--- config.mk ---
export PLATFORM = sky130hd
export DESIGN_NAME = mips_io_responder_flat
export DESIGN_NICKNAME = d
export VERILOG_FILES = /design/src/rtl/mips_io_responder_pkg.sv /design/src/rtl/mips_io_responder_if.sv /design/src/rtl/mips_io_responder_tx_fifo.sv /design/src/rtl/mips_io_responder.sv /design/src/flat_wrapper.sv
export SDC_FILE = /design/constraint.sdc
export NUM_CORES = 1
export LEC_CHECK = 0
export ABC_AREA = 1
export CAP_MARGIN = 25
export CORE_MARGIN = 2
export CORE_UTILIZATION = 41
export CTS_CLUSTER_DIAMETER = 50
export DETAILED_ROUTE_END_ITERATION = 8
export PLACE_DENSITY = 0.76
export SLEW_MARGIN = 20
export SYNTH_ARGS = -nofsm -noshare
export SYNTH_HDL_FRONTEND = slang
export SYNTH_SLANG_ARGS = --single-unit
--- constraint.sdc ---
create_clock -name clk -period 2.1 [get_ports clk]
set_input_delay 0.21 -clock clk [delete_from_list [all_inputs] [get_ports clk]]
set_output_delay 0.21 -clock clk [all_outputs]
set_load 0.005 [all_outputs]
--- src/rtl/mips_io_responder_pkg.sv ---
// Shared constants for the memory-mapped I/O responder: register offsets,
// STATUS bit positions and the default window base.
package mips_io_pkg;

  typedef enum logic [1:0] {
    OFF_PORT_OUT = 2'd0,
    OFF_PORT_IN  = 2'd1,
    OFF_STATUS   = 2'd2,
    OFF_TX_DATA  = 2'd3
  } io_off_e;

  localparam int STAT_IN_CHANGED = 0;
  localparam int STAT_FULL       = 1;
  localparam int STAT_EMPTY      = 2;
  localparam int STAT_OVERFLOW   = 3;
  localparam int STAT_COUNT_LSB  = 4;
  localparam int STAT_COUNT_W    = 4;

  localparam logic [31:0] IO_BASE_DEFAULT = 32'h1001_0000;

endpackage

--- src/rtl/mips_io_responder_if.sv ---
// CPU data-memory bus as seen by a memory-mapped slave.
interface mips_io_responder_if;
  logic [31:0] Address;
  logic [31:0] WriteData;
  logic        MemWrite;
  logic        MemRead;
  logic [31:0] ReadData;
  logic        Hit;

  modport master (
    output Address, WriteData, MemWrite, MemRead,
    input  ReadData, Hit
  );

  modport slave (
    input  Address, WriteData, MemWrite, MemRead,
    output ReadData, Hit
  );
endinterface

--- src/rtl/mips_io_responder_tx_fifo.sv ---
// First-word-fall-through transmit FIFO; a push into a full FIFO is still
// accepted when a pop happens on the same edge.
module io_tx_fifo #(
  parameter int DEPTH = 4,
  parameter int WIDTH = 8
) (
  input  logic                     clk,
  input  logic                     reset,
  input  logic                     i_push,
  input  logic [WIDTH-1:0]         i_push_data,
  input  logic                     i_pop,
  output logic [WIDTH-1:0]         o_data,
  output logic                     o_full,
  output logic                     o_empty,
  output logic                     o_push_rej,
  output logic [$clog2(DEPTH):0]   o_count
);
  localparam int AW = $clog2(DEPTH);
  localparam logic [AW:0] DEPTH_CNT = (AW+1)'(DEPTH);

  logic [WIDTH-1:0] r_mem [DEPTH];
  logic [AW:0]      r_wr_ptr;
  logic [AW:0]      r_rd_ptr;
  logic             w_pop_ok;
  logic             w_push_ok;

  assign o_count    = r_wr_ptr - r_rd_ptr;
  assign o_full     = (o_count == DEPTH_CNT);
  assign o_empty    = (o_count == '0);
  assign o_data     = r_mem[r_rd_ptr[AW-1:0]];
  assign w_pop_ok   = i_pop & ~o_empty;
  assign w_push_ok  = i_push & (~o_full | w_pop_ok);
  assign o_push_rej = i_push & ~w_push_ok;

  always_ff @(posedge clk) begin
    if (!reset) begin
      r_wr_ptr <= '0;
      r_rd_ptr <= '0;
    end else begin
      if (w_push_ok) r_wr_ptr <= r_wr_ptr + 1'b1;
      if (w_pop_ok)  r_rd_ptr <= r_rd_ptr + 1'b1;
    end
  end

  // Storage needs no reset: pointers alone define what is valid.
  always_ff @(posedge clk) begin
    if (w_push_ok) r_mem[r_wr_ptr[AW-1:0]] <= i_push_data;
  end
endmodule

--- src/rtl/mips_io_responder.sv ---
// Memory-mapped I/O slave: PORT_OUT/PORT_IN registers, sticky STATUS with
// clear-on-read, and a TX FIFO drained by a valid/ready consumer.
module mips_io_responder
  import mips_io_pkg::*;
#(
  parameter logic [31:0] IO_BASE    = IO_BASE_DEFAULT,
  parameter int          FIFO_DEPTH = 4,
  parameter int          TX_WIDTH   = 8
) (
  input  logic                clk,
  input  logic                reset,
  mips_io_responder_if.slave  bus,
  input  logic [7:0]          PortIn,
  output logic [31:0]         PortOut,
  output logic [TX_WIDTH-1:0] TxData,
  output logic                TxValid,
  input  logic                TxReady,
  output logic                IrqInChanged
);
  localparam int CW = $clog2(FIFO_DEPTH) + 1;

  logic [31:0]   r_port_out;
  logic [7:0]    r_sync1;
  logic [7:0]    r_in_sync;
  logic [7:0]    r_in_prev;
  logic          r_in_changed;
  logic          r_overflow;

  io_off_e       w_off;
  logic          w_hit;
  logic          w_rd;
  logic          w_wr;
  logic          w_push;
  logic          w_pop;
  logic          w_full;
  logic          w_empty;
  logic          w_push_rej;
  logic [CW-1:0] w_count;
  logic          w_status_rd;
  logic          w_in_change;
  logic [31:0]   w_status;
  logic [31:0]   w_rdata;
  logic          w_addr_unused;

  assign w_hit         = (bus.Address[31:4] == IO_BASE[31:4]);
  assign w_off         = io_off_e'(bus.Address[3:2]);
  assign w_addr_unused = ^bus.Address[1:0];
  assign w_rd          = w_hit & bus.MemRead;
  assign w_wr          = w_hit & bus.MemWrite;
  assign w_push        = w_wr & (w_off == OFF_TX_DATA);
  assign w_pop         = TxValid & TxReady;
  assign w_status_rd   = w_rd & (w_off == OFF_STATUS);
  assign w_in_change   = (r_in_sync != r_in_prev);

  io_tx_fifo #(
    .DEPTH (FIFO_DEPTH),
    .WIDTH (TX_WIDTH)
  ) u_tx_fifo (
    .clk         (clk),
    .reset       (reset),
    .i_push      (w_push),
    .i_push_data (bus.WriteData[TX_WIDTH-1:0]),
    .i_pop       (w_pop),
    .o_data      (TxData),
    .o_full      (w_full),
    .o_empty     (w_empty),
    .o_push_rej  (w_push_rej),
    .o_count     (w_count)
  );

  assign TxValid = ~w_empty;

  always_comb begin
    w_status = '0;
    w_status[STAT_IN_CHANGED] = r_in_changed;
    w_status[STAT_FULL]       = w_full;
    w_status[STAT_EMPTY]      = w_empty;
    w_status[STAT_OVERFLOW]   = r_overflow;
    w_status[STAT_COUNT_LSB +: STAT_COUNT_W] = STAT_COUNT_W'(w_count);
  end

  always_comb begin
    w_rdata = '0;
    if (w_rd) begin
      case (w_off)
        OFF_PORT_OUT: w_rdata = r_port_out;
        OFF_PORT_IN:  w_rdata = {24'b0, r_in_sync};
        OFF_STATUS:   w_rdata = w_status;
        default:      w_rdata = '0;
      endcase
    end
  end

  assign bus.ReadData = w_rdata;
  assign bus.Hit      = w_hit;
  assign PortOut      = r_port_out;
  assign IrqInChanged = r_in_changed;

  // Sticky flags: a set event on the same edge as a STATUS read wins.
  always_ff @(posedge clk) begin
    if (!reset) begin
      r_port_out   <= '0;
      r_sync1      <= '0;
      r_in_sync    <= '0;
      r_in_prev    <= '0;
      r_in_changed <= 1'b0;
      r_overflow   <= 1'b0;
    end else begin
      r_sync1   <= PortIn;
      r_in_sync <= r_sync1;
      r_in_prev <= r_in_sync;
      if (w_wr && (w_off == OFF_PORT_OUT)) r_port_out <= bus.WriteData;
      r_in_changed <= w_in_change | (r_in_changed & ~w_status_rd);
      r_overflow   <= w_push_rej  | (r_overflow   & ~w_status_rd);
    end
  end
endmodule

--- src/flat_wrapper.sv ---
// flat-port wrapper written by rule: the top's interface ports become plain ports
module mips_io_responder_flat import mips_io_pkg::*;
#(
  parameter logic [31:0] IO_BASE    = IO_BASE_DEFAULT,
  parameter int          FIFO_DEPTH = 4,
  parameter int          TX_WIDTH   = 8
)
  (clk, reset, PortIn, PortOut, TxData, TxValid, TxReady, IrqInChanged, bus_Address, bus_WriteData, bus_MemWrite, bus_MemRead, bus_ReadData, bus_Hit);
  mips_io_responder_if bus_i ();
  input  logic clk;
  input  logic reset;
  input  logic [7:0] PortIn;
  output logic [31:0] PortOut;
  output logic [TX_WIDTH-1:0] TxData;
  output logic TxValid;
  input  logic TxReady;
  output logic IrqInChanged;
  input wire logic [$bits(bus_i.Address)-1:0] bus_Address;
  input wire logic [$bits(bus_i.WriteData)-1:0] bus_WriteData;
  input wire logic [$bits(bus_i.MemWrite)-1:0] bus_MemWrite;
  input wire logic [$bits(bus_i.MemRead)-1:0] bus_MemRead;
  output wire logic [$bits(bus_i.ReadData)-1:0] bus_ReadData;
  output wire logic [$bits(bus_i.Hit)-1:0] bus_Hit;
  assign bus_i.Address = bus_Address;
  assign bus_i.WriteData = bus_WriteData;
  assign bus_i.MemWrite = bus_MemWrite;
  assign bus_i.MemRead = bus_MemRead;
  assign bus_ReadData = bus_i.ReadData;
  assign bus_Hit = bus_i.Hit;
  mips_io_responder #(.IO_BASE(IO_BASE), .FIFO_DEPTH(FIFO_DEPTH), .TX_WIDTH(TX_WIDTH)) u_core (.clk(clk), .reset(reset), .bus(bus_i), .PortIn(PortIn), .PortOut(PortOut), .TxData(TxData), .TxValid(TxValid), .TxReady(TxReady), .IrqInChanged(IrqInChanged));
endmodule
; ---- Word-level counts from Yosys, hierarchy flattened
; Memories as Yosys holds them, arrays and structs flattened. A register that Yosys moved wholly into a read port is not among the register bits.
; Cells that the tools add are included.
[word_totals]
memories = 1
out_inout_bits = 75
wordCells = 44
in_bits = 77
mem_bits_rw = 32
ff_bits = 64
[memory_table]
columns = memory, words, width, read_ports, rd_clocked_by_memory_dff, wr, line
row1 = u_core.u_tx_fifo.r_mem, 4, 8, 1, 1, 1, mips_io_responder_tx_fifo.sv:21  ; logic [WIDTH-1:0] r_mem [DEPTH];
[classes]
eq_ne = 6
n_reduce_logical = 3
n_addsub = 3
mux = 6
n_bitwise = 17
[ops]
columns = cell, count
row1 = $pmux 32 s3, 1
row2 = $mux 32, 1
row3 = $eq 28x25->1 const B, 1
row4 = $and 1x1->1, 10
row5 = $ne 8x8->1, 1
row6 = $add 3x1->3 const B, 2
row7 = $eq 2x2->1 const B, 2
row8 = $mux 2, 2
row9 = $not 1->1, 4
row10 = $eq 3x3->1 const B, 1
row11 = $logic_not 3->1, 1
row12 = $or 1x1->1, 3
row13 = $sub 3x3->3, 1
row14 = $eq 2x1->1 const B, 1
row15 = $logic_not 2->1, 1
row16 = $mux 1, 2
row17 = $logic_and 1x1->1, 1

; ---- Longest topological paths before layout
[logic_depth]
ltp_word = 10
ltp_mapped = 11
ltp_nobuf = 11

; ---- By module
; A second synthesis with hierarchy kept.
[unflattened]
cells_unflattened = 550
hier_area_um2 = 4332.9
[by_module_without_submodules]
columns = module, instances, area_per_inst_um2, seq_area_each_um2, cells_per_inst
row1 = mips_io_responder, 1, 2592.5, 1161.1, 398
row2 = io_tx_fifo, 1, 1740.4, 1121.1, 152

; ---- Least setup slack after synthesis
; No wires, ideal clock.
[synth_path]
path_kind = register -> register
from = register u_core.u_tx_fifo.r_wr_ptr[0]
to = memory u_core.u_tx_fifo.r_mem[2][0], enable pin
arrival_time_ns = 1.946
path_slack_ns = -0.217
required_time_ns = 1.729
path_buffers = 0
setup_time_ns = 0.371
period_less_slack_ns = 2.317
path_stages_with_launch = 9
path_cell_list = dfxtp_1 -> inv_1 -> ha_1 -> fa_1 -> nand2_1 -> inv_1 -> nand4_1 -> nand4_1 -> nor2_1
[synth_between]
elab_chain_cells = 9
elab_cells_between_ends = 11
cone_classes = 1 x add/sub / 1 x eq/ne / 2 x mux / 6 x bitwise / 1 x reduce/logical
[synth_rtl]
columns = element, line
row1 = from (decl), mips_io_responder_tx_fifo.sv:22  ; logic [AW:0] r_wr_ptr;
row2 = from (signal assigned), mips_io_responder_tx_fifo.sv:40  ; if (w_push_ok) r_wr_ptr <= r_wr_ptr + 1'b1;
row3 = $sub 3x3->3, mips_io_responder_tx_fifo.sv:27  ; assign o_count = r_wr_ptr - r_rd_ptr;
row4 = $logic_not 3->1, mips_io_responder_tx_fifo.sv:29  ; assign o_empty = (o_count == '0);
row5 = $not 1->1, "mips_io_responder_tx_fifo.sv:31, mips_io_responder.sv:71"
row6 = $and 1x1->1, mips_io_responder.sv:51  ; assign w_pop = TxValid & TxReady;
row7 = $and 1x1->1, mips_io_responder_tx_fifo.sv:31  ; assign w_pop_ok = i_pop & ~o_empty;
row8 = $or 1x1->1, mips_io_responder_tx_fifo.sv:32  ; assign w_push_ok = i_push & (~o_full | w_pop_ok);
row9 = $and 1x1->1, mips_io_responder_tx_fifo.sv:32
row10 = $mux 1, mips_io_responder_tx_fifo.sv:47  ; if (w_push_ok) r_mem[r_wr_ptr[AW-1:0]] <= i_push_data;
row11 = $mux 1 (not written as such), mips_io_responder_tx_fifo.sv:47
row12 = to (decl), mips_io_responder_tx_fifo.sv:21
; Parallel ways exist; a longest one is shown, timed or not.

; ---- Worst setup path in the final report
[layout_path]
from = register u_core.u_tx_fifo.r_wr_ptr[0]
to = output bus_ReadData[5]
[layout_between]
elab_chain_cells = 3
[layout_rtl]
columns = element, line
row1 = $sub 3x3->3, mips_io_responder_tx_fifo.sv:27
row2 = $pmux 32 s3, mips_io_responder.sv:85  ; case (w_off)
row3 = $mux 32, mips_io_responder.sv:84  ; if (w_rd) begin
row4 = to (decl), flat_wrapper.sv:22  ; output wire logic [$bits(bus_i.ReadData)-1:0] bus_ReadData;
; Every way passes these cells.

==> results.txt <==
Status - finished with violations
Failing checks - setup timing
1st-pass router iterations - 4
Top cells by area, synth - dfxtp_1, edfxtp_1, nand2_1
Syn Nets - 660
Worst Path Required - 1.89 ns
Worst-path cell chain - inv_4 > ha_4 > fa_2 > buf_6 > nor2_2 > a221oi_2 > nor2_1 > buf_2
Number of H-tree levels - 3
Routed WL - 13.6 mm
# setup viols final - 36
Period utilisation layout - 107%
Post-Synth XOR/XNOR Area - 1.18%
Synth-to-layout area growth - 55.7%
Final hold violations - 0
Int Pwr - 3380 uW
Dpl ws - -0.365 ns
Pleak - 0.00314 uW
Starting DRT DRC Count - 268
Mux cell area share after synthesis - 0%
Post-synthesis sequential area ratio - 51.1%
Layout net count - 850
Core area - 0.0107 mm2
Share of cells above drive strength 1 - 22.2%
DP HPWL - 9.44 mm
Post-synth top area cell - dfxtp_1
DR vias/cell - 4.89
Total gr overflow - 0
Total die area - 0.0117 mm2
Antenna fix cells - 0
Max Slew Vio Count - 0
Clock Latency Late Sink - 0.36 ns
Post-synthesis simple-gate area fraction - 28.7%
Switch Pwr - 1310 uW
Bufs and invs on worst path - 3
Chip height - 108 um
Vias in the first global route - 4373
Power Dens Cells - 675 mW/mm2
CTS Buf Count - 9
CP endpoint kind - primary output
CTS tree - done
Data arrival time of the critical path - 2.03 ns
Yosys top cell area share - 29.6%
Hold Path Stages - 3
Largest family of logic cells by synthesized area - simple AND/OR/NAND/NOR gates
Measured slew at the worst slew-check pin - 0.461 ns
Total power - 4690 uW
Commonest non-fill, non-tap cell in the layout - nand2_1
CP max stage delay - 0.58 ns
Global-route wire length before repair - 20.5 mm
Commonest non-fill, non-tap cells in the layout - nand2_1, clkdlybuf4s50_1, inv_1, nor2_1, dfxtp_1
Hold-fix buffers at CTS - 0
Synth Area in Compound Gates - 6.17%
Adder-cell area share of the yosys netlist - 2.13%
Maximum VDD drop - 379 uV
Syn Area/Cell - 7.75 um2
DRC - 0
CP Class - register to primary output
Final instance area - 0.00695 mm2
Clock sink count - 98
Max transition margin - 69.3%
Fmax - 0.447 GHz
Unrepaired setup endpoints after global routing - yes
Worst hold margin - 0.222 ns
Initial Utilization - 41.5%
Vias - 4455
Synth Instances - 576
Dpl cell area - 0.00634 mm2
I/O Pins - 152
GRT Overall Usage - 22.2%
Switching Share - 27.9%
Max_cap viols - 0
Instance count on the critical path - 8
Combinational share of power - 27.5%
Antenna violations before repair - 0
Critical path launch point type - register
Min setup slack post-route - -0.137 ns
Clk pin slew, worst setup/hold paths - 0.09 ns
Synthesized area - 0.00446 mm2
Clock share of power - 28.3%
WL per Instance - 14.9 um
Placer Congestion - 0.840
Synth unique cells - 26
DIE WIDTH - 108 um
Pin count of the biggest net entering global routing - 48
Crit-path max FO - 2
Synth Warn # - 0
R2R cell count - 10
Detail Route Antenna Nets - 0
End-of-flow core utilization - 64.7%
Min-Delay Path Class - primary input to register
Slowest-stage cell, CP - fa_2
Fin crit period - 2.24 ns
Clk_skew - 0.00982 ns
Port bufs - 149
CP top delay family - adder cells
Flop pwr share - 44.2%
Std cell rows - 38
Synthesized flop and latch total - 98
Root buffer selected by CTS - clkbuf_8
Deepest clock path buffer count - 2
synthesized netlist by cell type:
cell,count
nor2_2,4
nor2_4,1
a21oi_1,8
a31oi_1,5
clkbuf_2,1
inv_1,90
o21ai_0,26
buf_6,4
o22ai_1,9
xnor2_1,6
buf_2,6
nor2_1,86
a221oi_1,2
nand3_2,2
edfxtp_1,32
nand2_1,120
buf_4,3
dfxtp_1,66
fa_1,1
nand2_2,1
nor3_1,57
buf_1,2
clkbuf_1,8
nand3_1,23
nand4_1,7
ha_1,6
final cells by class:
cell class | instances | area (um2)
Fill cell | 918 | 3800
Timing Repair Buffer | 203 | 1900
Multi-Input combinational cell | 364 | 2020
Sequential cell | 98 | 2290
Clock buffer | 9 | 124
Clock inverter | 7 | 90.1
Tap cell | 140 | 175
Inverter | 90 | 347
worst min-delay path, stage by stage:
cell     delay (ns)
buf_2          0.20
nand2_1        0.10
nor2_1         0.04
path summary, 6_finish.rpt:
check | from | to | slack (ns)
setup / recovery | u_core.u_tx_fifo.r_wr_ptr[0]$_SDFFE_PN0N_ | bus_ReadData[5] | -0.14
hold / removal | reset | u_core.u_tx_fifo.r_wr_ptr[2]$_SDFFE_PN0N_ | 0.22
setup reg to reg | u_core.u_tx_fifo.r_wr_ptr[0]$_SDFFE_PN0N_ | u_core.u_tx_fifo.r_mem[3][3]$_DFFE_PP_ | -0.12
hold reg to reg | u_core.r_sync1[4]$_SDFF_PN0_ | u_core.r_in_sync[4]$_SDFF_PN0_ | 0.42
cells by family (layout without fill, tap and decap cells):
| logic type | count (synthesis) | after routing |
|---|---|---|
| fa+ha+maj | 7 | 7 |
| xor+xnor | 6 | 6 |
| simple gates | 301 | 301 |
| compound gates | 50 | 50 |
| buf+inv | 114 | 309 |
| flops | 98 | 98 |
metrics by stage:
step | cells | setup TNS (ns)
after detailed placement | 875 | -12.75
final | 911 | -3.22
after global routing | 911 | -6.45
after CTS | 900 | -2.29
after global placement | 875 | -10.18
after floorplan | 576 | -2.63
flip-flops by register name, summed over array words and instances (netlist names), named ones only:
name / cells
u_core.r_in_prev: 8
u_core.r_in_sync: 8
u_core.u_tx_fifo.r_rd_ptr: 3
u_core.r_sync1: 8
u_core.u_tx_fifo.r_mem: 32
u_core.IrqInChanged: 1
u_core.r_overflow: 1
u_core.PortOut: 32
u_core.u_tx_fifo.r_wr_ptr: 3
metal layers:
layer  share of wire (%)  global-route usage [%]  vias up
met2                  52                    39.8      125
met5                   0                       0        -
met3                 4.2                    3.13       31
met1                  41                    26.8     2088
li1                    -                       -     2211
met4                 2.7                    8.88        0
power by group through the flow:
stage	clock (uW)	combinational [uW]	sequential, uW
after global routing	1420	1390	2080
final	1330	1290	2070
after detailed placement	0	999	2100
after floorplan	0	433	2080
after CTS	1350	1160	2070
after global placement	0	967	2100
what timing repair did:
action,CTS,global route
pin swaps,17,28
setup endpoints to repair,74,76
endpoints found under the hold margin,0,0
buffers inserted,10,10
cloned,0,3
gates resized for setup,99,103
No activity file was read; power rests on OpenSTA's default activity.
